[src/rtl/cal_basis_sampler_pkg.sv]
// Shared types and defaults for the basis-sweep calibration sampler.
package cal_basis_sampler_pkg;

  typedef enum logic [2:0] {
    IDLE,
    APPLY,
    SETTLE,
    SAMPLE,
    EMIT,
    DONE
  } cal_sampler_state_t;

  localparam int unsigned CAL_NUM_INPUTS    = 2;
  localparam int unsigned CAL_NUM_OUTPUTS   = 2;
  localparam int unsigned CAL_DATA_WIDTH    = 16;
  localparam int unsigned CAL_ADC_WIDTH     = 12;
  localparam int unsigned CAL_SETTLE_CYCLES = 16;
  localparam int unsigned CAL_AVG_LOG2      = 3;
  localparam int unsigned CAL_AVG_SAMPLES   = 8;

  localparam logic [15:0] Q1_15_ONE = 16'h7FFF;

endpackage

[src/rtl/cal_basis_sampler_adc_channel_avg.sv]
// One ADC channel: running sum, shift-average of the sum including the current beat, rail detect.
module adc_channel_avg
  import cal_basis_sampler_pkg::*;
#(
  parameter int unsigned ADC_WIDTH = CAL_ADC_WIDTH,
  parameter int unsigned AVG_LOG2  = CAL_AVG_LOG2
) (
  input  logic                 clk,
  input  logic                 rst_n,
  input  logic                 clr,
  input  logic                 en,
  input  logic [ADC_WIDTH-1:0] data,
  output logic [ADC_WIDTH-1:0] avg_c,
  output logic                 sat_c
);

  localparam int unsigned ACC_W = ADC_WIDTH + AVG_LOG2;

  logic [ACC_W-1:0] acc_q;
  logic [ACC_W-1:0] sum_c;

  assign sum_c = acc_q + ACC_W'(data);
  assign avg_c = ADC_WIDTH'(sum_c >> AVG_LOG2);
  assign sat_c = (data == '0) || (data == '1);

  always_ff @(posedge clk or negedge rst_n) begin
    if (!rst_n) begin
      acc_q <= '0;
    end else if (clr) begin
      acc_q <= '0;
    end else if (en) begin
      acc_q <= sum_c;
    end
  end

endmodule

[src/rtl/cal_basis_sampler.sv]
// Basis-sweep sampler: applies one-hot basis vectors, settles, averages ADC beats, streams columns.
module cal_basis_sampler
  import cal_basis_sampler_pkg::*;
#(
  parameter int unsigned N_IN          = CAL_NUM_INPUTS,
  parameter int unsigned N_OUT         = CAL_NUM_OUTPUTS,
  parameter int unsigned DATA_WIDTH    = CAL_DATA_WIDTH,
  parameter int unsigned ADC_WIDTH     = CAL_ADC_WIDTH,
  parameter int unsigned SETTLE_CYCLES = CAL_SETTLE_CYCLES,
  parameter int unsigned AVG_LOG2      = CAL_AVG_LOG2,
  parameter int unsigned COL_W         = (N_IN > 1) ? $clog2(N_IN) : 1
) (
  input  logic                        clk,
  input  logic                        rst_n,
  input  logic                        start,
  input  logic                        abort,
  output logic                        busy,
  output logic                        done,
  output logic [N_IN*DATA_WIDTH-1:0]  x_drive,
  output logic                        x_valid,
  input  logic [N_OUT*ADC_WIDTH-1:0]  adc_data,
  input  logic                        adc_valid,
  output logic [N_OUT*ADC_WIDTH-1:0]  meas_data,
  output logic [COL_W-1:0]            meas_col,
  output logic                        meas_valid,
  input  logic                        meas_ready,
  output logic                        sat_flag
);

  localparam int unsigned SETTLE_W = (SETTLE_CYCLES > 1) ? $clog2(SETTLE_CYCLES) : 1;
  localparam int unsigned BEAT_W   = AVG_LOG2 + 1;
  localparam logic [SETTLE_W-1:0] SETTLE_LAST = SETTLE_W'(SETTLE_CYCLES - 1);
  localparam logic [BEAT_W-1:0]   BEAT_LAST   = BEAT_W'((1 << AVG_LOG2) - 1);
  localparam logic [COL_W-1:0]    LAST_COL    = COL_W'(N_IN - 1);

  cal_sampler_state_t state_q, state_d;
  logic [COL_W-1:0]    col_q, col_d;
  logic [SETTLE_W-1:0] settle_q, settle_d;
  logic [BEAT_W-1:0]   beat_q, beat_d;

  logic                       busy_d, done_d, x_valid_d, meas_valid_d, sat_d;
  logic [N_IN*DATA_WIDTH-1:0] x_drive_d;
  logic [N_OUT*ADC_WIDTH-1:0] meas_data_d;
  logic [COL_W-1:0]           meas_col_d;

  logic                       acc_clr_c, acc_en_c;
  logic [N_OUT*ADC_WIDTH-1:0] avg_c;
  logic [N_OUT-1:0]           sat_lane_c;

  for (genvar j = 0; j < N_OUT; j++) begin : g_chan
    adc_channel_avg #(
      .ADC_WIDTH(ADC_WIDTH),
      .AVG_LOG2 (AVG_LOG2)
    ) u_avg (
      .clk  (clk),
      .rst_n(rst_n),
      .clr  (acc_clr_c),
      .en   (acc_en_c),
      .data (adc_data[j*ADC_WIDTH +: ADC_WIDTH]),
      .avg_c(avg_c[j*ADC_WIDTH +: ADC_WIDTH]),
      .sat_c(sat_lane_c[j])
    );
  end

  // Next state plus next value of every registered output.
  always_comb begin
    state_d     = state_q;
    col_d       = col_q;
    settle_d    = settle_q;
    beat_d      = beat_q;
    sat_d       = sat_flag;
    meas_data_d = meas_data;
    acc_clr_c   = 1'b0;
    acc_en_c    = 1'b0;

    case (state_q)
      IDLE: begin
        if (start) begin
          state_d = APPLY;
          col_d   = '0;
          sat_d   = 1'b0;
        end
      end
      APPLY: begin
        settle_d = '0;
        state_d  = SETTLE;
      end
      SETTLE: begin
        if (settle_q == SETTLE_LAST) begin
          state_d = SAMPLE;
        end else begin
          settle_d = settle_q + SETTLE_W'(1);
        end
      end
      SAMPLE: begin
        if (adc_valid) begin
          acc_en_c = 1'b1;
          if (|sat_lane_c) begin
            sat_d = 1'b1;
          end
          if (beat_q == BEAT_LAST) begin
            beat_d      = '0;
            acc_clr_c   = 1'b1;
            meas_data_d = avg_c;
            state_d     = EMIT;
          end else begin
            beat_d = beat_q + BEAT_W'(1);
          end
        end
      end
      EMIT: begin
        if (meas_ready) begin
          if (col_q == LAST_COL) begin
            state_d = DONE;
          end else begin
            col_d   = col_q + COL_W'(1);
            state_d = APPLY;
          end
        end
      end
      DONE: begin
        state_d = IDLE;
      end
      default: begin
        state_d = IDLE;
      end
    endcase

    // Abort wins over everything, including a start in IDLE; sat_flag is kept.
    if (abort) begin
      state_d   = IDLE;
      col_d     = '0;
      settle_d  = '0;
      beat_d    = '0;
      sat_d     = sat_flag;
      acc_en_c  = 1'b0;
      acc_clr_c = 1'b1;
    end

    busy_d       = state_d inside {APPLY, SETTLE, SAMPLE, EMIT};
    done_d       = (state_d == DONE);
    x_valid_d    = busy_d;
    meas_valid_d = (state_d == EMIT);
    meas_col_d   = meas_valid_d ? col_d : '0;
    if (!meas_valid_d) begin
      meas_data_d = '0;
    end

    x_drive_d = '0;
    if (busy_d) begin
      for (int k = 0; k < N_IN; k++) begin
        if (col_d == COL_W'(k)) begin
          x_drive_d[k*DATA_WIDTH +: DATA_WIDTH] = DATA_WIDTH'(Q1_15_ONE);
        end
      end
    end
  end

  always_ff @(posedge clk or negedge rst_n) begin
    if (!rst_n) begin
      state_q    <= IDLE;
      col_q      <= '0;
      settle_q   <= '0;
      beat_q     <= '0;
      busy       <= 1'b0;
      done       <= 1'b0;
      x_drive    <= '0;
      x_valid    <= 1'b0;
      meas_data  <= '0;
      meas_col   <= '0;
      meas_valid <= 1'b0;
      sat_flag   <= 1'b0;
    end else begin
      state_q    <= state_d;
      col_q      <= col_d;
      settle_q   <= settle_d;
      beat_q     <= beat_d;
      busy       <= busy_d;
      done       <= done_d;
      x_drive    <= x_drive_d;
      x_valid    <= x_valid_d;
      meas_data  <= meas_data_d;
      meas_col   <= meas_col_d;
      meas_valid <= meas_valid_d;
      sat_flag   <= sat_d;
    end
  end

endmodule

[config.mk]
export PLATFORM = sky130hd
export DESIGN_NAME = cal_basis_sampler
export DESIGN_NICKNAME = d
export VERILOG_FILES = /design/src/rtl/cal_basis_sampler_pkg.sv /design/src/rtl/cal_basis_sampler_adc_channel_avg.sv /design/src/rtl/cal_basis_sampler.sv
export SDC_FILE = /design/constraint.sdc
export NUM_CORES = 1
export LEC_CHECK = 0
export ABC_AREA = 1
export CORE_ASPECT_RATIO = 0.6
export CORE_UTILIZATION = 30
export CTS_CLUSTER_DIAMETER = 50
export CTS_CLUSTER_SIZE = 16
export DETAILED_ROUTE_END_ITERATION = 6
export PLACE_DENSITY_LB_ADDON = 0.25
export SLEW_MARGIN = 20
export SYNTH_ARGS = -nofsm -noshare
export SYNTH_HDL_FRONTEND = slang
export SYNTH_HIERARCHICAL = 1
export SYNTH_SLANG_ARGS = --single-unit
[constraint.sdc]
create_clock -name clk -period 3.3 [get_ports clk]
set_clock_uncertainty 0.2 [all_clocks]
set_input_delay 0.66 -clock clk [delete_from_list [all_inputs] [get_ports clk]]
set_output_delay 0.66 -clock clk [all_outputs]
set_load 0.005 [all_outputs]
== Word-level counts from Yosys, hierarchy flattened ==
Index checks and enable logic that the tools add are counted.

* Bits in registers: 103
* Latch bits: 0
* Memory bits (writable): 0
* Bits in read-only memories: 0
* Bits of input ports: 30
* Output and inout bits: 62
* Logic and storage cells: 98
* Memories kept: 0

* Add/subtract/negate cells: 5
* Multiply operators: 0
* Divide/modulo/power cells: 0
* $lt $le $gt $ge: 0
* Equal/unequal tests: 20
* Shifts and indexed selects: 0
* Multiplexer cells: 43
* Bitwise operators: 1
* Reduce and logical (&&, ||, !) cells: 16

{| class="wikitable"
|+ Operators by type and width
! cell !! number
|-
| $mux W24 || 4
|-
| $mux W15 || 6
|-
| $mux W31 || 1
|-
| $add A15 B12 Y15 || 2
|-
| $eq A12 B12 Y1 const B || 2
|-
| $logic_not A12 Y1 || 2
|-
| $mux W4 || 6
|-
| $mux W3 || 7
|-
| $mux W1 || 15
|-
| $pmux W3 S5 || 1
|-
| $eq A3 B2 Y1 const B || 4
|-
| $eq A3 B3 Y1 const B || 3
|-
| $add A4 B1 Y4 const B || 2
|-
| $ne A2 B2 Y1 const B || 4
|-
| $pmux W4 S2 || 1
|-
| $reduce_bool A2 Y1 || 4
|-
| $eq A3 B1 Y1 const B || 2
|-
| $reduce_and A5 Y1 || 1
|-
| $eq A4 B3 Y1 const B || 1
|-
| $eq A4 B4 Y1 const B || 1
|-
| $ne A2 B1 Y1 const B || 2
|-
| $pmux W1 S2 || 2
|-
| $reduce_and A2 Y1 || 2
|-
| $reduce_bool A4 Y1 || 1
|-
| other kinds (8) || 9
|}

== Depth between registers and ports, before layout ==
* Word-level depth: 8
* Depth in mapped cells: 12
* Mapped depth without buffers: 12

== By module ==
The synthesis kept the hierarchy.

{| class="wikitable"
|+ Modules (own cells, without submodules)
! module !! times used !! cells each !! area each (um^2) !! seq. area each (um^2)
|-
| adc_channel_avg || 2 || 237 || 1468.9 || 375.4
|-
| cal_basis_sampler || 1 || 241 || 2172.1 || 1076.0
|}

== Worst setup path before layout ==
Ideal clock, no wire load.

* Path type: input to register
* From: input port adc_valid
* To: register g_chan[0].u_avg.acc_q[10]
* Library setup time: 0.066 ns
* Data arrival time: 2.013 ns
* Data required time: 3.034 ns
* Slack: 1.022 ns
* Stages on the path: 9
* Path buffers: 2
* Cell sequence: nand2_4 clkinv_4 nand2_4 clkbuf_1 nand2_1 nor2_1 clkbuf_1 nand2_1 nand2_1

* Longest elaborated chain between the ends: 4
* Elaborated cells on any way between the ends: 8
* Classes of those cells: mux: 7; reduce/logical: 1

{| class="wikitable"
|+ RTL lines
! element !! RTL line !! source
|-
| start, declared || cal_basis_sampler.sv:22 || <nowiki>input logic adc_valid,</nowiki>
|-
| $mux W1 (*) || cal_basis_sampler.sv:96 || <nowiki>if (adc_valid) begin</nowiki>
|-
| $mux W1 (*) || cal_basis_sampler.sv:76 || <nowiki>case (state_q)</nowiki>
|-
| $mux W1 (*) || cal_basis_sampler.sv:130 || <nowiki>if (abort) begin</nowiki>
|-
| named net acc_clr_c || cal_basis_sampler.sv:46 || <nowiki>logic acc_clr_c, acc_en_c;</nowiki>
|-
| $mux W15 / $reduce_bool A2 Y1 (equally long branches) || -- ||
|-
| end signal, assigned || cal_basis_sampler_adc_channel_avg.sv:32 || <nowiki>acc_q <= sum_c;</nowiki>
|-
| end, declared || cal_basis_sampler_adc_channel_avg.sv:19 || <nowiki>logic [ACC_W-1:0] acc_q;</nowiki>
|}

Mark *: on every way through the listed nets, which the timed path passes. The rest lies on a longest branch.
A chain may end at the register's enable or synchronous reset.

== Final worst setup path ==
* From: input port adc_data[0]
* To: register meas_data[9]

* Longest elaborated chain between the ends: 5

{| class="wikitable"
|+ RTL lines
! element !! RTL line !! source
|-
| start, declared || cal_basis_sampler.sv:21 || <nowiki>input logic [N_OUT*ADC_WIDTH-1:0] adc_data,</nowiki>
|-
| $add A15 B12 Y15 || cal_basis_sampler_adc_channel_avg.sv:22 || <nowiki>assign sum_c = acc_q + ACC_W'(data);</nowiki>
|-
| named net avg_c[9] || cal_basis_sampler.sv:47 || <nowiki>logic [N_OUT*ADC_WIDTH-1:0] avg_c;</nowiki>
|-
| $mux W24 || cal_basis_sampler.sv:101 || <nowiki>if (beat_q == BEAT_LAST) begin</nowiki>
|-
| $mux W24 || cal_basis_sampler.sv:96 ||
|-
| $mux W24 || cal_basis_sampler.sv:76 ||
|-
| $mux W24 || cal_basis_sampler.sv:145 || <nowiki>if (!meas_valid_d) begin</nowiki>
|-
| end signal, assigned || cal_basis_sampler.sv:182 || <nowiki>meas_data <= meas_data_d;</nowiki>
|-
| end, declared || cal_basis_sampler.sv:23 || <nowiki>output logic [N_OUT*ADC_WIDTH-1:0] meas_data,</nowiki>
|}

The timed path passes the listed nets, and every way through them passes these cells. The select of a mux whose other input is x is not followed.

==> results.json <==
{
  "dieArea_um2": 17580,
  "place_congestion": 0.8429,
  "rsz0062_at_grt": "no",
  "fmax_mhz": 376.8,
  "path_max_fanout": 3,
  "post_drt_wl_per_cell_um": 13.74,
  "dr.pass1.iters": 4,
  "seq_area_frac_synth": 0.3575,
  "die_h_um": 103.1,
  "drive_above_1_share": 0.06717,
  "io_pins": 92,
  "core_um2": 16440,
  "final_max_slew_viol_count": 0,
  "setup_tns_ns": 0,
  "n_antenna_cell": 0,
  "cts_made_buffers": 9,
  "period_minus_slack_ns": 2.654,
  "synth_edf_count": 0,
  "avgSynthCellArea_um2": 7.147,
  "ant_nets": 0,
  "path_class": "in -> reg",
  "hold_violations": 0,
  "rows": 36,
  "post-cts-setup-buffer-count": 0,
  "tightest_slew_ns": 0.6468,
  "initial_utilization": 0.3108,
  "power_leakage_nw": 3.184,
  "setup_viol": 0,
  "drtIter0Drc": 304,
  "vias_per_cell": 4.422,
  "vias": 4497,
  "clkSlewWorstSetupHoldPaths_ns": 0.06,
  "place_area_um2": 6093,
  "syn-cell-area_um2": 5110,
  "yosysWarnings": 6,
  "outcome": "finished, final reports clean",
  "ys.flop_type": "dfrtp_1",
  "area_growth_pct": 25.24,
  "maxCapViolCount": 0,
  "clk_latency_ns": 0.33,
  "fillers": 1707,
  "numPortBuffers": 89,
  "async_flop_share": 1.000,
  "cts_resized": 0,
  "htree_levels": 3,
  "cts_sinks": 73,
  "antenna_found_initial": 0,
  "drc_errors": 0,
  "timing.hold.ws_ns": 0.08181,
  "hpwlAfterDp_mm": 10.82,
  "hold_class": "in -> async",
  "cts_root_buffer": "clkbuf_16",
  "critPathCaptureType": "register",
  "synthCells": 715,
  "start_kind": "primary input",
  "grt_pass1_vias": 4072,
  "routed_wirelength_mm": 13.97,
  "cts_hold_buf": 0,
  "grt_first_pass_wirelength_mm": 22.34,
  "synth-seq-cells": 73,
  "stdcell_area_um2": 6400,
  "cts_tree": "built",
  "relSlewSlack": 0.5648,
  "cp.required_ns": 3.32,
  "place_ws_ns": 0.2928,
  "grt_max_degree": 37,
  "track_usage": 0.1688,
  "synth.distinct_cells": 35,
  "cp.arrival_ns": 2.67,
  "nNetsFinal": 842,
  "die_w_um": 170.5,
  "clockBufferDepth": 2,
  "grt_overflow_total": 0,
  "finalCritPeriodShare": 0.8041,
  "pwr_density_cell_nw_per_um2": 346.2,
  "irDropWorstVdd_mv": 0.1735,
  "setup_ws_ns": 0.6463
}
-- through the flow --
stage	util	total power, mW	cells
floorplan	-	1.097	716
global placement	0.3706	1.229	1001
detailed placement	0.3706	1.229	1001
CTS	0.3893	2.254	1017
global route	0.3893	2.316	1017
finish	0.3893	2.216	1017
-- worst max-delay path, stage by stage --
cell	delay (ns)
clkdlybuf4s50_1	0.51
ha_1	0.18
inv_1	0.05
fa_1	0.41
inv_1	0.10
nand3_1	0.07
nand3_1	0.16
nand3_1	0.11
nand3_1	0.08
nand2_1	0.06
and2_1	0.14
nand3_1	0.07
a21oi_1	0.07
-- metal layers --
layer  track usage  share of wire  up-vias
li1              -              -     2364
met1        0.2827           0.60     1993
met2        0.2096           0.34      134
met3       0.03493          0.060        6
met4       0.03119         0.0052        0
met5             0              0        -
-- synth_stat cells (all sizes together), types with 3 or more instances --
library cell / count / area (µm²)
nand3: 74 / 380.4
dfrtp: 73 / 1827
o21ai: 14 / 70.07
clkbuf: 9 / 33.78
ha: 26 / 325.3
nand2: 243 / 929.6
nor2: 33 / 131.4
inv: 102 / 382.9
and2: 12 / 75.07
xor2: 10 / 102.6
nand3b: 4 / 30.03
buf: 36 / 270.3
xnor2: 5 / 43.79
o31ai: 3 / 22.52
nand4: 13 / 81.33
nor4: 6 / 37.54
a21oi: 41 / 261.5
-- layout by cell type, fill, tap and decap left out, types with 2 or more instances in the layout --
| master | count |
|---|---|
| and2_1 | 12 |
| xor2_1 | 8 |
| a22o_1 | 2 |
| nand3_1 | 72 |
| nor2_1 | 32 |
| clkinv_4 | 3 |
| o21ai_0 | 14 |
| buf_4 | 13 |
| nand2_1 | 240 |
| dfrtp_1 | 73 |
| a21oi_1 | 28 |
| inv_1 | 101 |
| o31ai_1 | 3 |
| clkinvlp_4 | 2 |
| xnor2_1 | 5 |
| conb_1 | 2 |
| or2_0 | 2 |
| clkbuf_16 | 9 |
| clkdlybuf4s50_1 | 88 |
| ha_1 | 26 |
| nand2_4 | 2 |
| nor4_1 | 6 |
| xor2_2 | 2 |
| a21oi_2 | 12 |
| nand3b_1 | 4 |
| nand4_1 | 13 |
| fa_1 | 2 |
| nand3_2 | 2 |
-- sequential cells by signal, indices dropped and copies added, names as in the netlist --
signal / count
beat_q: 4
col_q: 1
done: 1
g_chan.u_avg/acc_q: 30
meas_col: 1
meas_data: 24
meas_valid: 1
sat_flag: 1
settle_q: 4
state_q: 3
x_drive: 2
x_valid: 1
-- cells by family (layout without fill, tap and decap cells) --
family	count (synthesis)	in the layout	share of synthesized area
AND/OR/NAND/NOR	388	388	0.3293
buffers and inverters	148	221	0.1361
flip-flops	73	73	0.3575
AO/OA/AOI/OAI	62	62	0.07615
adder cells (fa/ha/maj)	28	28	0.07150
XOR/XNOR	15	15	0.02865
other	1	2	0.0007339
-- final timing paths --
path / to / cells past startpoint / startpoint / slack, ns
setup / recovery: meas_data[9]$_DFFE_PN0P_ / 13 / adc_data[0] / 0.65
setup reg to reg: g_chan[1].u_avg/acc_q[0]$_DFFE_PN0P_ / 8 / beat_q[0]$_DFFE_PN0P_ / 0.98
hold / removal: meas_data[6]$_DFFE_PN0P_ / 1 / rst_n / 0.08
min in group clk: g_chan[0].u_avg/acc_q[11]$_DFFE_PN0P_ / 2 / g_chan[0].u_avg/acc_q[11]$_DFFE_PN0P_ / 0.28
max in group asynchronous: meas_data[8]$_DFFE_PN0P_ / 2 / rst_n / 2.15
hold reg to reg: g_chan[0].u_avg/acc_q[11]$_DFFE_PN0P_ / 2 / g_chan[0].u_avg/acc_q[11]$_DFFE_PN0P_ / 0.28
-- power breakdown --
part           internal [mW]  switching [mW]  total (mW)
clock network          0.607           0.397        1.00
registers              0.906          0.0144       0.920
logic                  0.142           0.150       0.291
total                   1.65           0.561        2.22
-- layout make-up --
class	instances	area, µm²	area share
well taps	228	285.3	0.04457
inverters	103	391.6	0.06119
multi-input cells	495	2591	0.4049
clock buffers	10	239.0	0.03734
flip-flops and latches	73	1827	0.2854
clock inverters	6	67.56	0.01056
repair buffers	102	998.5	0.1560
No activity file was read; power rests on OpenSTA's default activity.
